[config.mk]
export PLATFORM = sky130hd
export DESIGN_NAME = uart_tx_fifo_ctrl
export DESIGN_NICKNAME = d
export VERILOG_FILES = /design/src/rtl/uart_pkg.sv /design/src/rtl/sync_fifo_param.sv /design/src/rtl/uart_tx_fifo_ctrl.sv
export SDC_FILE = /design/constraint.sdc
export NUM_CORES = 1
export LEC_CHECK = 0
export CAP_MARGIN = 30
export CORE_MARGIN = 1.5
export CORE_UTILIZATION = 45
export CTS_CLUSTER_DIAMETER = 150
export DETAILED_ROUTE_END_ITERATION = 10
export PLACE_DENSITY = 0.65
export RECOVER_POWER = 50
export SLEW_MARGIN = 20
export SYNTH_ARGS = -nofsm -noshare
export SYNTH_HDL_FRONTEND = slang
export SYNTH_SLANG_ARGS = --single-unit
[constraint.sdc]
create_clock -name clk -period 2.72 [get_ports clk]
set_input_delay 0.272 -clock clk [delete_from_list [all_inputs] [get_ports clk]]
set_output_delay 0.272 -clock clk [all_outputs]
set_load 0.02 [all_outputs]
[src/rtl/uart_pkg.sv]
// Shared definitions for the UART transmit path: controller state
// encodings, the transmitter idle code and the bit-time constant.
// RISCV_SIM_ONLY shortens the bit time for simulation builds.
package uart_pkg;

  typedef logic [1:0] ctrl_state_t;

  localparam ctrl_state_t S_IDLE      = 2'd0;
  localparam ctrl_state_t S_LOAD      = 2'd1;
  localparam ctrl_state_t S_SEND      = 2'd2;
  localparam ctrl_state_t S_WAIT_DONE = 2'd3;

  localparam logic [2:0] UART_TX_IDLE = 3'd0;

`ifdef RISCV_SIM_ONLY
  localparam int UART_BIT_TIME = 10;
`else
  localparam int UART_BIT_TIME = 5210;
`endif

endpackage

[src/rtl/sync_fifo_param.sv]
// Synchronous FIFO with an occupancy counter as the single source of
// full/empty. A write while full is accepted only if a read happens in
// the same cycle, so a full FIFO can stream without losing a slot.
module sync_fifo_param
  import uart_pkg::*;
#(
  parameter int DEPTH  = 16,
  parameter int ADDR_W = 4,
  parameter int DATA_W = 8
) (
  input  logic              clk,
  input  logic              n_rst,
  input  logic              wr_i,
  input  logic [DATA_W-1:0] wr_data_i,
  input  logic              rd_i,
  output logic [DATA_W-1:0] rd_data_o,
  output logic              wr_accept_o,
  output logic              full_o,
  output logic              empty_o,
  output logic [ADDR_W:0]   count_o
);

  logic [DATA_W-1:0] mem_q [DEPTH];
  logic [ADDR_W-1:0] wr_ptr_q, wr_ptr_d;
  logic [ADDR_W-1:0] rd_ptr_q, rd_ptr_d;
  logic [ADDR_W:0]   count_q, count_d;
  logic              push, pop;

  assign full_o      = (count_q == (ADDR_W+1)'(DEPTH));
  assign empty_o     = (count_q == '0);
  assign count_o     = count_q;
  assign rd_data_o   = mem_q[rd_ptr_q];
  assign pop         = rd_i && !empty_o;
  assign push        = wr_i && (!full_o || pop);
  assign wr_accept_o = push;

  // Pointer and occupancy next-state; pointers wrap naturally at DEPTH
  always_comb begin
    wr_ptr_d = wr_ptr_q;
    rd_ptr_d = rd_ptr_q;
    count_d  = count_q;
    if (push) wr_ptr_d = wr_ptr_q + ADDR_W'(1);
    if (pop)  rd_ptr_d = rd_ptr_q + ADDR_W'(1);
    case ({push, pop})
      2'b10:   count_d = count_q + (ADDR_W+1)'(1);
      2'b01:   count_d = count_q - (ADDR_W+1)'(1);
      default: count_d = count_q;
    endcase
  end

  // Pointer and occupancy registers; reset discards anything queued
  always_ff @(posedge clk or negedge n_rst) begin
    if (!n_rst) begin
      wr_ptr_q <= '0;
      rd_ptr_q <= '0;
      count_q  <= '0;
    end else begin
      wr_ptr_q <= wr_ptr_d;
      rd_ptr_q <= rd_ptr_d;
      count_q  <= count_d;
    end
  end

  // Storage array; contents need no reset since count gates visibility
  always_ff @(posedge clk) begin
    if (push) mem_q[wr_ptr_q] <= wr_data_i;
  end

endmodule

[src/rtl/uart_tx_fifo_ctrl.sv]
// Byte queue in front of the UART transmitter. Bytes written by the bus
// decoder are buffered, then handed over one at a time: load the head,
// raise tx_send_o until the transmitter leaves idle, then wait for it to
// return to idle before the next byte.
// UART_TX_FIFO_TIMEOUT_EN adds a watchdog on the send handshake that
// drops the byte and sets timeout_o if the transmitter never responds.
module uart_tx_fifo_ctrl
  import uart_pkg::*;
#(
  parameter int DEPTH  = 16,
  parameter int ADDR_W = 4
`ifdef UART_TX_FIFO_TIMEOUT_EN
  ,
  parameter int TIMEOUT = 64
`endif
) (
  input  logic            clk,
  input  logic            n_rst,
  input  logic            wr_en,
  input  logic [7:0]      wr_data,
  input  logic            clr_err,
  input  logic [2:0]      tx_state_i,
  output logic            tx_send_o,
  output logic [7:0]      tx_data_o,
  output logic            full_o,
  output logic            empty_o,
  output logic [ADDR_W:0] count_o,
  output logic            busy_o,
  output logic            overflow_o,
  output logic            timeout_o
);

  ctrl_state_t state_q, state_d;
  logic        tx_send_q, tx_send_d;
  logic [7:0]  tx_data_q, tx_data_d;
  logic        overflow_q, overflow_d;
  logic        fifo_pop;
  logic        fifo_accept;
  logic [7:0]  fifo_head;
  logic        tx_idle;

  assign tx_idle = (tx_state_i == UART_TX_IDLE);

  sync_fifo_param #(
    .DEPTH  (DEPTH),
    .ADDR_W (ADDR_W),
    .DATA_W (8)
  ) u_fifo (
    .clk         (clk),
    .n_rst       (n_rst),
    .wr_i        (wr_en),
    .wr_data_i   (wr_data),
    .rd_i        (fifo_pop),
    .rd_data_o   (fifo_head),
    .wr_accept_o (fifo_accept),
    .full_o      (full_o),
    .empty_o     (empty_o),
    .count_o     (count_o)
  );

`ifdef UART_TX_FIFO_TIMEOUT_EN
  localparam int TW = $clog2(TIMEOUT + 1);
  logic [TW-1:0] timer_q, timer_d;
  logic          timeout_q, timeout_d;
  logic          timeout_evt;
`endif

  // Controller sequencing, output register next-state and sticky flags
  always_comb begin
    state_d    = state_q;
    tx_send_d  = tx_send_q;
    tx_data_d  = tx_data_q;
    fifo_pop   = 1'b0;
`ifdef UART_TX_FIFO_TIMEOUT_EN
    timer_d     = timer_q;
    timeout_evt = 1'b0;
`endif
    case (state_q)
      S_IDLE: begin
        if (!empty_o && tx_idle) state_d = S_LOAD;
      end
      S_LOAD: begin
        fifo_pop  = 1'b1;
        tx_data_d = fifo_head;
        tx_send_d = 1'b1;
        state_d   = S_SEND;
`ifdef UART_TX_FIFO_TIMEOUT_EN
        timer_d   = '0;
`endif
      end
      S_SEND: begin
        if (!tx_idle) begin
          tx_send_d = 1'b0;
          state_d   = S_WAIT_DONE;
        end
`ifdef UART_TX_FIFO_TIMEOUT_EN
        else if (timer_q == TW'(TIMEOUT - 1)) begin
          tx_send_d   = 1'b0;
          state_d     = S_IDLE;
          timeout_evt = 1'b1;
        end else begin
          timer_d = timer_q + TW'(1);
        end
`endif
      end
      S_WAIT_DONE: begin
        if (tx_idle) state_d = S_IDLE;
      end
      default: state_d = S_IDLE;
    endcase

    overflow_d = overflow_q;
    if (clr_err) overflow_d = 1'b0;
    else if (wr_en && !fifo_accept) overflow_d = 1'b1;
`ifdef UART_TX_FIFO_TIMEOUT_EN
    timeout_d = timeout_q;
    if (clr_err) timeout_d = 1'b0;
    else if (timeout_evt) timeout_d = 1'b1;
`endif
  end

  // Controller state and registered outputs; reset aborts any frame
  always_ff @(posedge clk or negedge n_rst) begin
    if (!n_rst) begin
      state_q    <= S_IDLE;
      tx_send_q  <= 1'b0;
      tx_data_q  <= 8'h00;
      overflow_q <= 1'b0;
    end else begin
      state_q    <= state_d;
      tx_send_q  <= tx_send_d;
      tx_data_q  <= tx_data_d;
      overflow_q <= overflow_d;
    end
  end

`ifdef UART_TX_FIFO_TIMEOUT_EN
  // Handshake watchdog registers
  always_ff @(posedge clk or negedge n_rst) begin
    if (!n_rst) begin
      timer_q   <= '0;
      timeout_q <= 1'b0;
    end else begin
      timer_q   <= timer_d;
      timeout_q <= timeout_d;
    end
  end

  assign timeout_o = timeout_q;
`else
  assign timeout_o = 1'b0;
`endif

  assign tx_send_o  = tx_send_q;
  assign tx_data_o  = tx_data_q;
  assign overflow_o = overflow_q;
  assign busy_o     = (state_q != S_IDLE) || !empty_o;

endmodule
== Word level (Yosys, flattened, before mapping) ==
Memories as Yosys holds them, arrays and structs flattened. A register that Yosys moved wholly into a read port is not among the register bits.
Index checks and enable logic that the tools add are counted.
W data, S select, Z words.

* Add/sub/neg operators: 4
* Eq/ne operators: 9
* Mux-type cells: 12
* Reduce and logical (&&, ||, !) cells: 19

{| class="wikitable"
|+ Operators with widths
! kind !! count
|-
| $pmux W5 S2 || 1
|-
| $add A4 B1 Y4 const B || 2
|-
| $pmux W2 S4 || 1
|-
| $reduce_bool A2 Y1 || 4
|-
| $eq A2 B2 Y1 const B || 3
|-
| $mux W1 || 6
|-
| $mux W2 || 3
|-
| $ne A2 B2 Y1 const B || 3
|-
| $add A5 B1 Y5 const B || 1
|-
| $eq A5 B5 Y1 const B || 1
|-
| $logic_not A5 Y1 || 1
|-
| $sub A5 B1 Y5 const B || 1
|-
| $eq A2 B1 Y1 const B || 2
|-
| $logic_and A1 B1 Y1 || 4
|-
| $logic_not A1 Y1 || 4
|-
| $logic_not A3 Y1 || 1
|-
| $reduce_and A3 Y1 || 1
|-
| $logic_not A2 Y1 || 1
|-
| $logic_or A1 B1 Y1 || 2
|-
| $pmux W1 S2 || 1
|-
| $reduce_and A2 Y1 || 1
|}

* Register bits after elaboration: 17
* RAM bits: 128
* Bits of input ports: 15
* Output and inout bits: 19
* Word-level logic and storage cells: 51
* Memories kept: 1

{| class="wikitable"
|+ Memory list
! memory !! depth !! width !! rd ports !! clocked after Yosys merged registers in !! wr ports !! RTL line !! RTL
|-
| u_fifo.mem_q || 16 || 8 || 1 || 1 || 1 || sync_fifo_param.sv:23 || <nowiki>logic [DATA_W-1:0] mem_q [DEPTH];</nowiki>
|}

== Logic depth before layout (Yosys ltp) ==
Gate-level depths: netlist (run 1).

* Word-level depth: 9
* Depth in mapped cells: 12

== Cells and area by module ==
From an unflattened synthesis (run 1), not the netlist that was laid out.

* Cells, all modules: 354
* Area, all modules: 6458.7 um^2

{| class="wikitable"
|+ By module, submodules not included
! module !! times used !! cells each !! area an instance (um^2) !! sequential area each (um^2)
|-
| sync_fifo_param || 1 || 304 || 5863.1 || 4169.0
|-
| uart_tx_fifo_ctrl || 1 || 50 || 595.6 || 300.3
|}

== Worst setup path after synthesis (run 1) ==
No wires, ideal clock.

* Kind: register -> register
* Start point: reg u_fifo.count_q[1], in the netlist u_fifo.count_o[1]
* End point: reg u_fifo.count_q[4], in the netlist u_fifo.count_o[4]
* Library setup time: 0.088 ns
* Arrival: 2.589 ns
* Data required time: 2.632 ns
* Path slack: 0.043 ns
* Cell stages (with the launch flop): 10
* Path buffers: 0
* Clock period less this slack: 2.677 ns
* Cells stage by stage: dfrtp_1 -> or4_4 -> o21ai_2 -> nor2_2 -> ha_1 -> nor2b_1 -> o21a_1 -> or2_1 -> o32a_1 -> o211ai_1

* Word-level cells in the longest chain between the ends: 7
* Elaborated cells on any way between the ends: 13
* Those cells by class: 2 x add/sub; 3 x eq/ne; 1 x mux; 7 x reduce/logical

{| class="wikitable"
|+ RTL lines
! item !! RTL line !! RTL
|-
| from (decl) || sync_fifo_param.sv:26 || <nowiki>logic [ADDR_W:0] count_q, count_d;</nowiki>
|-
| from (signal assigned) || sync_fifo_param.sv:60 || <nowiki>count_q <= count_d;</nowiki>
|-
| $logic_not A5 Y1 || sync_fifo_param.sv:30 || <nowiki>assign empty_o = (count_q == '0);</nowiki>
|-
| $logic_not A1 Y1 || sync_fifo_param.sv:33 || <nowiki>assign pop = rd_i && !empty_o;</nowiki>
|-
| $logic_and A1 B1 Y1 || sync_fifo_param.sv:33 ||
|-
| $logic_or A1 B1 Y1 || sync_fifo_param.sv:34 || <nowiki>assign push = wr_i && (!full_o || pop);</nowiki>
|-
| $logic_and A1 B1 Y1 || sync_fifo_param.sv:34 ||
|-
| $eq A2 B1 Y1 / $eq A2 B2 Y1 (equally long branches) || sync_fifo_param.sv:44 || <nowiki>case ({push, pop})</nowiki>
|-
| $pmux W5 S2 / $reduce_bool A2 Y1 (equally long branches) || - ||
|}

Several ways; a longest one is shown, not always the timed one.
A chain may end at the register's enable or synchronous reset.

== Worst setup path after layout (run 1) ==
Same ends and word-level chain as after synthesis.

==> flow_summary.rst, run 1 <==
.. list-table::
   :header-rows: 1

   * - Metric
     - Value
   * - Number of setup violations in the final report
     - 0
   * - Post-CTS setup-driven buffer insertion count
     - 0
   * - Hold Startpoint
     - clr_err
   * - Area of the multi-input gates
     - 1688 um2
   * - Die height
     - 121.0 um
   * - Final hold violation count
     - 0
   * - Number of cells in the finished layout apart from fillers
     - 580
   * - Overall overflow remaining after global route
     - 0
   * - GPL Wtd Cong
     - 0.7718
   * - CP delay by family, top
     - simple AND/OR/NAND/NOR gates
   * - Top cells by area, synth
     - edfxtp_1 61%, mux4_2 11%, dfrtp_1 10%, ha_1 2.6%, o22ai_1 1.6%
   * - Max-cap violation count
     - 0
   * - Final Power
     - 7919 uW
   * - Commonest cells in the synthesized netlist
     - 128 x edfxtp_1, 32 x mux4_2, 25 x dfrtp_1, 16 x o22ai_1, 13 x ha_1
   * - R2R Path Start
     - u_fifo.count_o[1]
   * - Register bit total from synthesis
     - 153
   * - Cell count after synthesis
     - 340
   * - Most used DFF post-synth
     - edfxtp_1
   * - Part of the power in the clock network
     - 0.269
   * - Starting density of the core
     - 0.4679
   * - Largest net degree at the start of global routing
     - 28
   * - Final worst path period share
     - 0.9538
   * - NumNets Final
     - 420
   * - Worst clock skew
     - 0.008269 ns
   * - Max H-tree Level
     - 4
   * - Crit end category
     - flip-flop
   * - Achievable frequency
     - 0.3855 GHz
   * - Maximum clock insertion buffer count
     - 2
   * - Nets in the synthesized netlist
     - 369
   * - Status
     - finished clean
   * - Element type at the critical path start
     - flip-flop
   * - # hold bufs at CTS
     - 0
   * - Fillers
     - 1,018
   * - Synth warn
     - 0
   * - Post-route setup TNS
     - 0 ns
   * - Internal power summed over all cells
     - 5461 uW
   * - Time the worst path needs with I/O delays and setup
     - 2.594 ns
   * - Post-synthesis sequential area ratio
     - 0.7128
   * - Switching power
     - 2458 uW
   * - Latest clock arrival within the worst-skew pair
     - 0.42 ns
   * - Tightest Hold Check Type
     - input pin to flip-flop
   * - Global-route wire length before repair
     - 18,160 um
   * - Worst EP required
     - 3.06 ns
   * - Count of distinct cell types in the synthesized netlist
     - 43
   * - Maximum vdd drop
     - 0.5878 mV
   * - Clock root buffer
     - clkbuf_16
   * - Count of pins over their slew limit
     - 0
   * - Reg power frac
     - 0.413
   * - Share of Yosys cell area claimed by the top area cell type
     - 0.6131
   * - Via count
     - 3,191
   * - Max_slew headroom
     - 0.01103
   * - Combinational Power Share
     - 0.318
   * - Num Clock Sinks
     - 153
   * - Post-synthesis async set-or-reset flop share
     - 0.1634
   * - Average vias per placed instance
     - 5.502
   * - Cell breakdown of the critical path
     - or4_4 > o21ai_4 > nor2_2 > ha_1 > nor2b_1 > o21a_1 > or2_1 > o32a_1 > o211ai_1
   * - Per-cell routed wire length
     - 20.06 um
   * - Number of enable flip-flop cells after synthesis
     - 128
   * - Total CTS buffers
     - 17
   * - Setup repair after global routing missed its margin
     - false
   * - Vias in the first global route
     - 3,294
   * - Measured slew at the worst slew-check pin
     - 1.483 ns
   * - Number of nets with antenna violations after routing
     - 0
   * - Type of the worst setup path
     - flip-flop to flip-flop
   * - Switching fraction of total power
     - 0.3103
   * - Dominant cell by count in the synthesized netlist
     - edfxtp_1
   * - Post-synth top area cell
     - edfxtp_1
   * - Hold Worst Slack
     - 0.3974 ns
   * - Critical Path Start
     - u_fifo.count_o[1]
   * - Synthesized area
     - 6270 um2
   * - Post-layout utilization of the core
     - 0.5526
   * - Cell with the largest stage delay on the worst path
     - or4_4
   * - Overall die area
     - 14,650 um2
   * - Register area
     - 4471 um2
   * - Total number of placement rows
     - 42
   * - Fraction of layout instances using a drive strength above 1
     - 0.2401
   * - Die X-Extent
     - 121.0 um
   * - Iter 0 DRT Violations
     - 161
   * - Clock transition time at the flip-flop clock pins of the worst setup and hold paths
     - 0.06 ns
   * - Placeable core region
     - 13,400 um2
   * - Half-perimeter wire length of the detailed placement result
     - 7662 um
   * - Max stage delay on crit path
     - 0.58 ns
   * - Pwr dens
     - 1069 nW/um2
   * - Overall global routing resource usage
     - 0.1756
   * - Data arrival time at the worst-slack endpoint
     - 2.93 ns
   * - Router iterations before antenna repair
     - 4
   * - Area growth, synth to finish
     - 18.10%
   * - Boundary Pins
     - 34
   * - Number of inserted diodes
     - 0
   * - DRC
     - 0
   * - Antenna violations before repair
     - 0
   * - Final wirelength
     - 11,630 um
   * - Post-cts resize count
     - 0
   * - Sum of buffers and inverters on the critical path
     - 0
   * - Cell count after placement
     - 548
   * - Average cell area after synthesis
     - 18.44 um2
   * - LEAKAGE
     - 0.002518 uW
   * - CP Max Fanout
     - 5
   * - Port-buffer cells
     - 32
   * - TritonCTS clock tree
     - done
power by group through the flow:
stage | Sequential, uW | Clock, uW | Combinational [uW]
3_5_place_dp | 3320 | 0 | 2570
2_1_floorplan | 3250 | 0 | 1790
3_3_place_gp | 3300 | 0 | 2530
6_report | 3270 | 2130 | 2520
4_1_cts | 3280 | 2160 | 2580
5_1_grt | 3330 | 2270 | 2770
routing by layer:
metal	vias to the layer above	global-route usage	share of wire	wire, um
met5	-	0	0	0
met4	0	0.06471	0.015	172
met3	15	0.05169	0.048	559
met2	84	0.2951	0.52	6000
met1	1643	0.2167	0.42	4901
li1	1449	-	-	-
cells in the final DEF (no fill, tap or decap), types with 3 or more instances in the layout:
master and instances:
a21oi_1 11, and2_1 8, buf_4 16, clkbuf_16 17, clkdlybuf4s50_1 17, clkinv_1 3, clkinv_2 4, clkinvlp_4 5
dfrtp_1 24, dlygate4sd3_1 15, edfxtp_1 128, ha_1 12, inv_1 12, mux2_2 8, mux2_4 3, mux4_2 32
nand2_1 10, nor2_1 8, nor4_1 4, o22ai_1 16, xnor2_1 9
flip-flops by register name, summed over array words and instances (netlist names):
name,cells
u_fifo.mem_q,128
tx_data_o,8
u_fifo.count_o,5
u_fifo.rd_ptr_q,4
u_fifo.wr_ptr_q,4
state_q,2
overflow_o,1
tx_send_o,1
kinds of logic (layout without fill, tap and decap cells):
logic type / count (synthesis) / count (layout) / synth area share
XOR/XNOR: 9 / 9 / 0.01257
other: 1 / 1 / 0.0005981
flip-flops: 153 / 153 / 0.7128
adder cells (fa/ha/maj): 14 / 14 / 0.02914
AO/OA/AOI/OAI: 41 / 41 / 0.04271
AND/OR/NAND/NOR: 48 / 48 / 0.04291
multiplexers: 45 / 45 / 0.1397
buffers and inverters: 29 / 93 / 0.01956
through the flow:
step	setup WS, ns	area, um2
after floorplan	0.04302	6270
after global placement	0.1660	6862
after detailed placement	0.1178	6862
after CTS	0.09786	7398
after global routing	0.01233	7405
final	0.1256	7405
cell type report:
class | instances | area share
sequential | 153 | 0.6038
multi-input combinational | 158 | 0.2279
timing repair buffer | 49 | 0.05999
clock buffer | 18 | 0.05796
tap | 176 | 0.02974
clock inverter | 14 | 0.01453
inverter | 12 | 0.006083
final timing paths:
check,to,slack (ns),cells past startpoint
worst max-delay path,u_fifo.count_o[4],0.13,9
min in group asynchronous,tx_data_o[6],0.74,2
worst max register to register,u_fifo.count_o[4],0.13,9
worst min-delay path,overflow_o,0.40,2
max in group asynchronous,u_fifo.rd_ptr_q[2],1.01,2
worst min register to register,overflow_o,0.49,2
worst reg2reg max path, cell delays in order, from the launching register on:
cell      delay (ns)
dfrtp_1         0.37
or4_4           0.58
o21ai_4         0.16
nor2_2          0.09
ha_1            0.32
nor2b_1         0.14
o21a_1          0.17
or2_1           0.23
o32a_1          0.29
o211ai_1        0.15
No activity file was read; power rests on OpenSTA's default activity.
==> inputs of run 2 (changes only) <==
--- a/config.mk
+++ b/config.mk
@@ -7,10 +7,10 @@
 export LEC_CHECK = 0
 export CAP_MARGIN = 30
 export CORE_MARGIN = 1.5
-export CORE_UTILIZATION = 45
+export CORE_UTILIZATION = 53
 export CTS_CLUSTER_DIAMETER = 150
 export DETAILED_ROUTE_END_ITERATION = 10
-export PLACE_DENSITY = 0.65
+export PLACE_DENSITY = 0.75
 export RECOVER_POWER = 50
 export SLEW_MARGIN = 20
 export SYNTH_ARGS = -nofsm -noshare
==> run 2 against run 1 <==
Via count rose by 2.4%. Combinational power is 2% higher. Critical path depth unchanged. Clock skew about the same. Sequential power about the same. Setup slack got worse by 0.016 ns. Core utilization up 10 points. Sequential share of layout area down 0.71 points. Register-to-register slack got worse by 0.02 ns.
==> flow_summary.rst, run 2 (synthesis gave the netlist of run 1 again) <==
.. list-table::
   :header-rows: 1

   * - Metric
     - Value
   * - Part of the power in the clock network
     - 0.301 (+0.032)
   * - Total CTS buffers
     - 17 (unchanged)
   * - Per-cell routed wire length
     - 22.14 um (+10%)
   * - Final worst path period share
     - 0.9598 (+0.005943)
   * - Final Power
     - 8379 uW (+5.8%)
   * - Worst EP required
     - 3.05 ns (about the same)
   * - Starting density of the core
     - 0.5468 (+0.07887)
   * - Dpl cell area
     - 6842 um2 (-0.29%)
   * - Element type at the critical path start
     - flip-flop
   * - # hold bufs at CTS
     - 0 (unchanged)
   * - Setup repair after global routing missed its margin
     - false
   * - Layout Cell Area excl Fill
     - 7492 um2 (+1.2%)
   * - Combinational Power Share
     - 0.308 (-0.010)
   * - Switching fraction of total power
     - 0.2993 (-0.01107)
   * - Clock root buffer
     - clkbuf_16
   * - Internal power summed over all cells
     - 5871 uW (+7.5%)
   * - Max_slew headroom
     - 0.3821 (+0.3710)
   * - Placeable core region
     - 11,470 um2 (-14%)
   * - TritonCTS clock tree
     - done
   * - Max H-tree Level
     - 4 (unchanged)
   * - Post-cts resize count
     - 0 (unchanged)
   * - Via count
     - 3,268 (+2.4%)
   * - Fraction of layout instances using a drive strength above 1
     - 0.2457 (+0.005601)
   * - Time the worst path needs with I/O delays and setup
     - 2.611 ns (+0.01617 ns)
   * - Data arrival time at the worst-slack endpoint
     - 2.94 ns (about the same)
   * - Largest net degree at the start of global routing
     - 28 (unchanged)
   * - Crit end category
     - flip-flop
   * - Type of the worst setup path
     - flip-flop to flip-flop
   * - Final wirelength
     - 12,180 um (+4.7%)
   * - Final hold violation count
     - 0 (unchanged)
   * - Overall global routing resource usage
     - 0.2139 (+0.03821)
   * - Most frequent standard cell in the layout excluding fill and tap cells
     - edfxtp_1
   * - Clock transition time at the flip-flop clock pins of the worst setup and hold paths
     - 0.06 ns (about the same)
   * - Switching power
     - 2508 uW (+2.0%)
   * - Boundary Pins
     - 34 (unchanged)
   * - Average vias per placed instance
     - 5.942 (+8.0%)
   * - Half-perimeter wire length of the detailed placement result
     - 7707 um (+0.58%)
   * - Area growth, synth to finish
     - 19.50%
   * - Post-CTS setup-driven buffer insertion count
     - 0 (unchanged)
   * - Worst R2R Path Depth
     - 9 (unchanged)
   * - Measured slew at the worst slew-check pin
     - 0.9269 ns (-0.5565 ns)
   * - Latest clock arrival within the worst-skew pair
     - 0.41 ns (about the same)
   * - NumNets Final
     - 423 (+0.71%)
   * - Overall die area
     - 12,490 um2 (-15%)
   * - Total number of placement rows
     - 39 (-7.1%)
   * - Antenna violations before repair
     - 0 (unchanged)
   * - Count of pins over their slew limit
     - 0 (unchanged)
   * - Num Clock Sinks
     - 153 (unchanged)
   * - GPL Wtd Cong
     - 0.7968 (+3.2%)
   * - Maximum clock insertion buffer count
     - 2 (unchanged)
   * - Vias in the first global route
     - 3,423 (+3.9%)
   * - Post-layout utilization of the core
     - 0.6534 (+0.1008)
   * - Max-cap violation count
     - 0 (unchanged)
   * - Router iterations before antenna repair
     - 4 (unchanged)
   * - Number of nets with antenna violations after routing
     - 0 (unchanged)
   * - Largest register by flop count
     - u_fifo.mem_q
   * - Status
     - finished clean
   * - Global-route wire length before repair
     - 19,150 um (+5.5%)
   * - LEAKAGE
     - 0.002597 uW (+3.2%)
   * - Die height
     - 111.8 um (-7.7%)
   * - Number of flip-flops under the largest register name
     - 128 (unchanged)
   * - Tightest Hold Check Type
     - input pin to async pin
   * - Worst clock skew
     - 0.007892 ns (-0.0003763 ns)
   * - Overall overflow remaining after global route
     - 0 (unchanged)
   * - Port-buffer cells
     - 32 (unchanged)
   * - Iter 0 DRT Violations
     - 222 (+38%)
   * - Number of inserted diodes
     - 0 (unchanged)
   * - Cell count after placement
     - 517 (-5.7%)
   * - Reg power frac
     - 0.391 (-0.022)
   * - Die X-Extent
     - 111.8 um (-7.7%)
   * - Pwr dens
     - 1118 nW/um2 (+4.6%)
   * - Achievable frequency
     - 0.3831 GHz (-0.62%)
   * - Number of setup violations in the final report
     - 0 (unchanged)
   * - CP Max Fanout
     - 5 (unchanged)
   * - DRC
     - 0 (unchanged)
   * - Maximum vdd drop
     - 0.7532 mV (+28%)
   * - Most frequent cells in the layout
     - 128 x edfxtp_1, 32 x mux4_2, 24 x dfrtp_1
   * - Number of cells in the finished layout apart from fillers
     - 550 (-5.2%)
   * - Post-route setup TNS
     - 0 ns (unchanged)
[run 2: path summary, 6_finish.rpt]
path	startpoint	endpoint	slack, ns
setup / recovery	u_fifo.count_o[1]	u_fifo.count_o[4]	0.11
hold / removal	n_rst	state_q[1]	0.12
setup reg to reg	u_fifo.count_o[1]	u_fifo.count_o[4]	0.11
hold reg to reg	tx_send_o	tx_send_o	0.51
max in group asynchronous	n_rst	u_fifo.wr_ptr_q[3]	1.22
min in group clk	clr_err	overflow_o	0.40
[run 2: layer usage]
layer	routed length, um	track usage	vias up	part of all wire
met2	6363	0.3553	136	0.52
met1	4545	0.2567	1655	0.37
li1	-	-	1456	-
met5	0	0	-	0
met4	272	0.09030	0	0.022
met3	995	0.07349	21	0.082
[run 2: critical path: stages, from the launching register on]
cell and delay, ns:
dfrtp_1 0.37, or4_4 0.57, o21ai_2 0.16, nor2_2 0.10, ha_1 0.32, nor2b_1 0.14, o21a_1 0.17, or2_1 0.24
o32a_1 0.30, o211ai_1 0.15
[run 2: final cells by class]
class	count	area [um2]
clock buffers	22	486.7
clock inverters	10	163.9
fillers	712	3975
inverters	12	45.04
multi-input cells	158	1684
flip-flops and latches	153	4471
well taps	143	178.9
repair buffers	52	462.9
[run 2: power by group through the flow]
stage               Combinational, uW  Sequential, uW  Clock (uW)
detailed placement               2580            3320           0
floorplan                        1790            3250           0
finish                           2580            3280        2520
global route                     2800            3330        2640
CTS                              2620            3280        2550
global placement                 2500            3300           0
[run 2: through the flow]
step           setup WS (ns)  hold WS [ns]
3_3_place_gp          0.1715        0.4962
2_1_floorplan        0.04302      -0.02359
3_5_place_dp          0.1165        0.4965
5_1_grt             0.009767        0.1099
4_1_cts               0.1074        0.3632
6_report              0.1095        0.1237
